`src/rtl/pe_2in1out_join.sv`:
```
// Join stage: two token FIFOs, pop both heads together, pipelined wrapping sum.
// Fire-to-output latency LATENCY cycles; a stalled output freezes the whole pipeline.

module pe_2in1out_join_fifo #(
  parameter int W     = 16,
  parameter int DEPTH = 4,
  parameter int CW    = $clog2(DEPTH + 1)
) (
  input  logic          clk,
  input  logic          rst,
  input  logic          i_push_vld,
  input  logic [W-1:0]  i_push_dat,
  output logic          o_push_rdy,
  input  logic          i_pop,
  output logic [W-1:0]  o_head_dat,
  output logic [CW-1:0] o_count
);
  localparam int PW = $clog2(DEPTH);
  localparam logic [PW-1:0] LAST_PTR = PW'(DEPTH - 1);
  localparam logic [CW-1:0] FULL_CNT = CW'(DEPTH);

  logic [W-1:0]  r_mem [DEPTH];
  logic [PW-1:0] r_wr_ptr;
  logic [PW-1:0] r_rd_ptr;
  logic [CW-1:0] r_count;
  logic          w_push;

  // Readiness follows occupancy only, so a pop never frees a slot in the same cycle.
  assign o_push_rdy = (r_count != FULL_CNT);
  assign w_push     = i_push_vld && o_push_rdy;
  assign o_head_dat = r_mem[r_rd_ptr];
  assign o_count    = r_count;

  always_ff @(posedge clk) begin
    if (w_push) r_mem[r_wr_ptr] <= i_push_dat;
  end

  always_ff @(posedge clk or negedge rst) begin
    if (!rst) begin
      r_wr_ptr <= '0;
      r_rd_ptr <= '0;
      r_count  <= '0;
    end else begin
      if (w_push) r_wr_ptr <= (r_wr_ptr == LAST_PTR) ? '0 : r_wr_ptr + PW'(1);
      if (i_pop)  r_rd_ptr <= (r_rd_ptr == LAST_PTR) ? '0 : r_rd_ptr + PW'(1);
      r_count <= r_count + CW'(w_push) - CW'(i_pop);
    end
  end
endmodule

module pe_2in1out_join #(
  parameter int WIDTH   = 16,
  parameter int LATENCY = 15,
  parameter int DEPTH   = 4
) (
  input  logic                         clk,
  input  logic                         rst,
  input  logic [WIDTH-1:0]             data_in_1,
  input  logic                         valid_in_1,
  output logic                         ready_in_1,
  input  logic [WIDTH-1:0]             data_in_2,
  input  logic                         valid_in_2,
  output logic                         ready_in_2,
  output logic [WIDTH-1:0]             data_out,
  output logic                         valid_out,
  input  logic                         ready_out,
  output logic [$clog2(DEPTH+1)-1:0]   count_1,
  output logic [$clog2(DEPTH+1)-1:0]   count_2
);
  logic [WIDTH-1:0]   w_head_1;
  logic [WIDTH-1:0]   w_head_2;
  logic [WIDTH-1:0]   w_sum;
  logic               w_adv;
  logic               w_fire;
  logic [WIDTH-1:0]   r_pipe_dat [LATENCY];
  logic [LATENCY-1:0] r_pipe_vld;

  pe_2in1out_join_fifo #(.W(WIDTH), .DEPTH(DEPTH)) u_fifo_1 (
    .clk        (clk),
    .rst        (rst),
    .i_push_vld (valid_in_1),
    .i_push_dat (data_in_1),
    .o_push_rdy (ready_in_1),
    .i_pop      (w_fire),
    .o_head_dat (w_head_1),
    .o_count    (count_1)
  );

  pe_2in1out_join_fifo #(.W(WIDTH), .DEPTH(DEPTH)) u_fifo_2 (
    .clk        (clk),
    .rst        (rst),
    .i_push_vld (valid_in_2),
    .i_push_dat (data_in_2),
    .o_push_rdy (ready_in_2),
    .i_pop      (w_fire),
    .o_head_dat (w_head_2),
    .o_count    (count_2)
  );

  // Global stall: any unaccepted output freezes every stage, bubbles included.
  assign w_adv  = !(r_pipe_vld[LATENCY-1] && !ready_out);
  assign w_fire = w_adv && (count_1 != '0) && (count_2 != '0);
  assign w_sum  = w_head_1 + w_head_2;

  always_ff @(posedge clk or negedge rst) begin
    if (!rst) begin
      for (int i = 0; i < LATENCY; i++) r_pipe_dat[i] <= '0;
      r_pipe_vld <= '0;
    end else if (w_adv) begin
      r_pipe_vld[0] <= w_fire;
      if (w_fire) r_pipe_dat[0] <= w_sum;
      for (int i = 1; i < LATENCY; i++) begin
        r_pipe_dat[i] <= r_pipe_dat[i-1];
        r_pipe_vld[i] <= r_pipe_vld[i-1];
      end
    end
  end

  assign data_out  = r_pipe_dat[LATENCY-1];
  assign valid_out = r_pipe_vld[LATENCY-1];
endmodule
```
`config.mk`:
```
export PLATFORM = sky130hd
export DESIGN_NAME = pe_2in1out_join
export DESIGN_NICKNAME = d
export VERILOG_FILES = /design/src/rtl/pe_2in1out_join.sv
export SDC_FILE = /design/constraint.sdc
export NUM_CORES = 1
export LEC_CHECK = 0
export ABC_AREA = 1
export CAP_MARGIN = 5
export CORE_MARGIN = 10
export CORE_UTILIZATION = 40
export DETAILED_ROUTE_END_ITERATION = 7
export HOLD_SLACK_MARGIN = 0.02
export PLACE_DENSITY = 0.62
export SLEW_MARGIN = 20
export SYNTH_ARGS = -nofsm -noshare
export SYNTH_HDL_FRONTEND = slang
export SYNTH_HIERARCHICAL = 1
export SYNTH_SLANG_ARGS = --single-unit
```
`constraint.sdc`:
```
create_clock -name clk -period 4.2 [get_ports clk]
set_clock_uncertainty 0.2 [all_clocks]
set_input_delay 1.26 -clock clk [delete_from_list [all_inputs] [get_ports clk]]
set_output_delay 1.26 -clock clk [all_outputs]
set_load 0.005 [all_outputs]
```
==> flow_summary_export.csv, run 1 <==
group,metric,value,unit
floorplanning,dieHeight,226,um
run,maxCapViolations,0,
placement,dpl.hpwl,18.4,mm
setup_path,worst-setup-path-type,"register to register",
floorplanning,io_pins,62,
global_routing,antenna_found_initial,0,
power_and_ir_drop,powerDensity,812,nW/um^2
sta,fin_crit,3.27,ns
hold_path,min_to,"r_pipe_vld[14]",
yosys,synth_cells,1743,
routing,routed_wl,30.7,mm
setup_path,endpoint_kind,"register",
clock_network,cts-htree-levels,2,
setup_path,startpoint_type,"register",
sta,setup_violations,0,
setup_path,worstRegToRegCells,13,
global_routing,grt-ovfl-total,0,
routing,num_vias,10700,
yosys,ys_ff_latch,397,
setup_path,cp_data_required_time,4.44,ns
yosys,syn-mean-instance-area,9.74,sq um
sta,timing.final.ws_setup,0.934,ns
yosys,syn_area,17000,sq um
clock_network,cts.path.max_buffers,3,
layout,diodes,0,
sta,slew_violations,0,
routing,ant_nets,0,
sta,fmax,306,MHz
yosys,yosysTopAreaCell,"dfrtp_1",
sta,rsz0062_at_grt,"false",
layout,syn2layout_area_growth,13.6,%
sta,finalSetupTns,0,ns
yosys,synth_top_area_share,39.7,%
floorplanning,row_count,75,
power_and_ir_drop,p_leak,9.52,nW
floorplanning,die-area,51100,sq um
clock_network,numCtsBuffers,43,
clock_network,root_buffer,"clkbuf_16",
power_and_ir_drop,p_total,15.7,mW
clock_network,cts_setup_buffers,0,
power_and_ir_drop,ir_drop,0.452,mV
floorplanning,core,41900,sq um
hold_path,worstHoldStart,"r_pipe_vld[13]",
yosys,netlist-cell-type-count,36,
floorplanning,fp.dieW,226,um
yosys,synthesis.nets,1812,
clock_network,clock_latency,0.56,ns
yosys,yosys-top-cells-area,"dfrtp_1 40%, edfxtp_1 23%, nand2_1 19%",
placement,place_ws,0.501,ns
clock_network,clock_sink_count,397,
sta,relSlewSlack,28.5,%
routing,route.detailed.drc,0,
yosys,yosys_warnings,6,
hold_path,hold_path_class,"register to register",
yosys,ys_seq_area_share,62.3,%
sta,tightest_slew,1.07,ns
setup_path,crit_fanout,37,
floorplanning,start_util,40.5,%
routing,first_pass_iters,5,
setup_path,cp.arrival,3.51,ns
global_routing,grt_max_degree,247,
placement,routabilityCongestion,0.807,
layout,fin_nets,1849,
sta,period_share,77.8,%
routing,via_per_inst,4.56,
routing,routedWlPerCell,13.0,um
clock_network,cts.clk_slew.worst_paths,0.06,ns
global_routing,grt_pass1_wl,52.6,mm
layout,drive_gt1_share,9.76,%
routing,drt_iter0_drc,857,
outcome,outcome,"finished clean",
placement,numPortBuffers,61,
setup_path,r2r-end,"r_pipe_dat[238]",
sta,hold_viol_final,0,
hold_path,hold_depth,1,
global_routing,grt_pass1_vias,10500,
clock_network,tritoncts,"yes",
clock_network,cts.repair.resized,0,
global_routing,grt_usage,12.3,%
clock_network,holdBufCountCts,0,
setup_path,r2r_slack,0.93,ns
setup_path,r2r-start,"u_fifo_1/r_rd_ptr[0]",
[layer usage]
layer	part of all wire (%)	wire length [um]	track usage [%]	vias to the layer above
met3	3.6	1110	2.46	52
met1	46	14000	15.9	5039
li1	-	-	-	5515
met2	48	14800	20.4	124
met4	2.3	691	4.07	0
met5	0	0	0	-
[Yosys cell counts, drive strengths merged]
cell,number
o211ai,64
xnor2,2
dfrtp,269
inv,141
nor2,28
nand4,2
nand3b,2
nand2,915
clkbuf,3
buf,88
ha,29
or2,6
nand3,25
fa,3
edfxtp,128
o22ai,2
a21oi,11
and2,3
nor3,4
o21ai,18
[logic make-up after synthesis]
group | share of synthesized area (%)
XOR/XNOR | 0.103
flip-flops | 62.3
buffers and inverters | 7.11
AND/OR/NAND/NOR | 22.9
adder cells (fa/ha/maj) | 2.49
AO/OA/AOI/OAI | 5.12
[per-stage QoR]
stage	hold slack [ns]	util [%]	cell area, sq um	cells
global route	0.258	46.0	19300	2352
detailed placement	0.252	42.6	17800	2274
floorplan	0.240	-	17000	1743
global placement	0.250	42.6	17800	2274
finish	0.249	46.0	19300	2352
CTS	0.248	46.0	19300	2352
[sequential cells by signal, indices dropped and copies added, names as in the netlist]
signal,count
data_out,16
r_pipe_dat,224
r_pipe_vld,15
u_fifo_1/o_count,3
u_fifo_1/r_mem,64
u_fifo_1/r_rd_ptr,2
u_fifo_1/r_wr_ptr,2
u_fifo_2/o_count,3
u_fifo_2/r_mem,64
u_fifo_2/r_rd_ptr,2
u_fifo_2/r_wr_ptr,2
[placed cells by master (no fill, tap or decap), drive strengths merged]
master,n
nand2,915
xnor2,2
clkdlybuf4s50,60
edfxtp,128
ha,29
o22ai,2
nand3b,2
a21oi,11
and2,3
dfrtp,269
or2,6
nor3,4
bufinv,2
nand3,25
nand4,2
clkinvlp,1
fa,3
o211ai,64
o21ai,18
clkinv,7
nor2,28
buf,23
inv,142
clkbuf,67
[power breakdown]
group          switching, mW  internal (mW)  leakage (nW)
registers              0.829           5.47          4.59
clock network           1.51           2.22         0.692
logic                   3.48           2.14          4.24
[critical path, stage by stage (launching register included)]
cell and delay (ns):
dfrtp_2 0.91, buf_4 0.49, nand2_1 0.09, o211ai_1 0.08
nand2_1 0.16, ha_1 0.40, nand2_1 0.14, inv_1 0.06
nand2_1 0.07, nand2_1 0.07, a21oi_1 0.19, nand3_1 0.10
nand3_1 0.13, nand2_1 0.06
[worst max path at each step]
stage / startpoint / endpoint
after global placement: ready_out / u_fifo_1/o_count[2]
after floorplan: ready_out / u_fifo_1/o_count[2]
final: u_fifo_1/r_rd_ptr[0] / r_pipe_dat[238]
after CTS: u_fifo_1/r_rd_ptr[0] / r_pipe_dat[238]
after detailed placement: ready_out / u_fifo_2/o_count[2]
after global routing: u_fifo_1/r_rd_ptr[0] / r_pipe_dat[238]
[area by class of cell]
type / count / area, sq um
inverter: 141 / 539
clock inverter: 11 / 170
multi-input combinational: 1114 / 5190
tap: 539 / 674
timing repair buffer: 83 / 868
sequential: 397 / 10600
fill: 3947 / 22700
clock buffer: 67 / 1270
Note: power is estimated with default switching activity, not from simulation.
==> inputs of run 2 (changes only) <==
--- a/config.mk
+++ b/config.mk
@@ -11,7 +11,7 @@
 export CORE_UTILIZATION = 40
 export DETAILED_ROUTE_END_ITERATION = 7
 export HOLD_SLACK_MARGIN = 0.02
-export PLACE_DENSITY = 0.62
+export PLACE_DENSITY = 0.64
 export SLEW_MARGIN = 20
 export SYNTH_ARGS = -nofsm -noshare
 export SYNTH_HDL_FRONTEND = slang
==> constraint.sdc (replaced) <==
create_clock -name clk -period 2.68 [get_ports clk]
set_clock_uncertainty 0.2 [all_clocks]
set_input_delay 0.804 -clock clk [delete_from_list [all_inputs] [get_ports clk]]
set_output_delay 0.804 -clock clk [all_outputs]
set_load 0.005 [all_outputs]
==> run 2 against run 1 <==
  * Sequential share of layout area is 1.1 points lower
  * Largest power group is now combinational cells
  * Highest routed layer unchanged
  * Critical endpoint is now count_2[1]
  * Worst setup slack worse by 0.87 ns
  * Sequential cell count unchanged
==> flow_summary_export.csv, run 2 (same netlist as run 1, synthesis figures left out) <==
group,metric,value,unit
sta,fin_crit,2.61,ns
power_and_ir_drop,p_int,15.7,mW
routing,route.detailed.drc,0,
layout,reg_top3,"r_pipe_dat (224), u_fifo_1/r_mem (64), u_fifo_2/r_mem (64)",
setup_path,max_stage_delay,0.52,ns
routing,via_per_inst,4.57,
run,maxCapViolations,0,
layout,fin_nets,1881,
global_routing,grt-ovfl-total,0,
power_and_ir_drop,power.switching,9.30,mW
hold_path,hold_path_class,"register to register",
clock_network,cts-htree-levels,2,
clock_network,cts.clk_slew.worst_paths,0.06,ns
clock_network,cts.path.max_buffers,3,
global_routing,grt_max_degree,116,
power_and_ir_drop,p_clk_share,22.4,%
layout,largest_reg_flops,224,
routing,routedWlPerCell,13.1,um
layout,multi_input_area,5230,sq um
layout,syn2layout_area_growth,15.9,%
layout,seqCellArea,10600,sq um
clock_network,numCtsBuffers,42,
outcome,outcome,"finished clean",
sta,finalSetupTns,0,ns
setup_path,crit_fanout,5,
routing,routed_wl,31.3,mm
placement,routabilityCongestion,0.781,
floorplanning,row_count,75,
hold_path,min_to,"r_pipe_vld[9]",
setup_path,startpoint,"u_fifo_2/o_count[1]",
setup_path,r2r-end,"r_pipe_dat[236]",
setup_path,worstRegToRegCells,12,
setup_path,r2r-start,"u_fifo_2/r_rd_ptr[0]",
floorplanning,dieHeight,226,um
clock_network,clock_latency,0.56,ns
clock_network,tritoncts,"yes",
setup_path,endpoint_kind,"output pin",
floorplanning,fp.dieW,226,um
layout,diodes,0,
power_and_ir_drop,powerDensity,1270,nW/um^2
global_routing,grt_pass1_vias,10900,
routing,ant_nets,0,
setup_path,crit_slowest_cell,"clkdlybuf4s50_1",
setup_path,worstPathCellList,"buf_6 > clkdlybuf4s50_1",
clock_network,clock_sink_count,397,
floorplanning,die-area,51100,sq um
floorplanning,core,41900,sq um
global_routing,grt_usage,12.5,%
floorplanning,io_pins,62,
setup_path,cp.arrival,1.61,ns
global_routing,grt_pass1_wl,53.1,mm
sta,period_share,97.5,%
sta,hold_viol_final,0,
setup_path,startpoint_type,"register",
sta,tightest_slew,0.646,ns
routing,drt_iter0_drc,905,
sta,fmax,383,MHz
sta,setup_violations,0,
setup_path,cp_data_required_time,1.68,ns
power_and_ir_drop,seqPwrFrac,38.6,%
setup_path,worst-setup-path-type,"register to output pin",
sta,hold_ws,0.260,ns
placement,numPortBuffers,61,
global_routing,antenna_found_initial,0,
power_and_ir_drop,ir_drop,0.796,mV
sta,slew_violations,0,
hold_path,worstHoldStart,"r_pipe_vld[8]",
hold_path,hold_depth,2,
sta,relSlewSlack,57.0,%
floorplanning,start_util,40.5,%
routing,first_pass_iters,5,
power_and_ir_drop,p_comb_share,39.0,%
power_and_ir_drop,p_leak,9.71,nW
layout,drive_gt1_share,12.3,%
layout,regMostFlops,"r_pipe_dat",
placement,dpl.hpwl,19.5,mm
power_and_ir_drop,switching_share,37.2,%
setup_path,r2r_slack,0.14,ns
layout,nFillCells,3869,
routing,num_vias,10900,
layout,final_common_cell,"nand2_1",
layout,most-common-layout-cells,"875 x nand2_1, 266 x dfrtp_1, 137 x inv_1, 128 x edfxtp_1, 58 x clkdlybuf4s50_1",
clock_network,root_buffer,"clkbuf_16",
## run 2: cell count changes in the layout (fill, tap and decap cells not counted), sizes merged, moves of 2 or more
cell and change:
buf +31, clkbuf -7, clkinv +6, clkdlybuf4s50 -2
## run 2: power by group through the flow
stage               clock (mW)  sequential (mW)  combinational [mW]
floorplan                    0             9.52                7.31
global placement             0             9.77                9.28
detailed placement           0             9.82                9.52
CTS                       5.78             9.73                9.57
global route              6.05             9.92                11.2
finish                    5.61             9.65                9.75
## run 2: cell type report
type / instances / area share (%)
flip-flops and latches: 397 / 53.8
multi-input cells: 1114 / 26.6
repair buffers: 116 / 6.60
clock buffers: 59 / 6.13
well taps: 539 / 3.43
inverters: 141 / 2.74
clock inverters: 17 / 0.769
## run 2: worst max-delay path, delay by kind of cell (launching register included)
family                 cells  cell delay (ns)
DFF                        1             0.38
buffers and inverters      2             0.67
## run 2: worst max-delay path by stage
stage,endpoint,depth (start not counted)
floorplan,u_fifo_1/o_count[2],10
global placement,u_fifo_1/o_count[2],11
detailed placement,u_fifo_1/o_count[2],11
CTS,ready_in_2,4
global route,r_pipe_dat[237],14
finish,count_2[1],2
## run 2: metrics by stage
stage	instance area [sq um]	utilization (%)	worst slack [ns]	power (mW)	std cells
floorplan	17000	-	0.0984	16.8	1743
global placement	18200	43.4	-0.369	19.1	2299
detailed placement	18200	43.4	-0.381	19.3	2299
CTS	19600	46.6	0.0154	25.1	2376
global route	19700	46.9	-0.0108	27.2	2383
finish	19700	46.9	0.0674	25.0	2383
## run 2: routing by layer
metal	track usage [%]	vias to the layer above	part of all wire (%)	wire (um)
met5	0	-	0	0
met4	3.55	0	2.1	643
met3	2.36	49	3.7	1170
met2	21.5	127	49	15500
met1	15.7	5158	45	14000
li1	-	5561	-	-
## run 2: repair_timing
action	4_1_cts	5_1_grt
gates resized for setup	2	17
setup endpoints to repair	2	10
cloned	0	1
hold buffers	1	0
buffers inserted	0	6
endpoints found under the hold margin	48	0
pin swaps	0	2
==> inputs of run 3 (changes only) <==
--- a/config.mk
+++ b/config.mk
@@ -9,6 +9,7 @@
 export CAP_MARGIN = 5
 export CORE_MARGIN = 10
 export CORE_UTILIZATION = 40
+export CTS_CLUSTER_DIAMETER = 200
 export DETAILED_ROUTE_END_ITERATION = 7
 export HOLD_SLACK_MARGIN = 0.02
 export PLACE_DENSITY = 0.64
==> results of run 3 <==
Same layout as run 2: the final DEF is identical, and so are final timing and power.
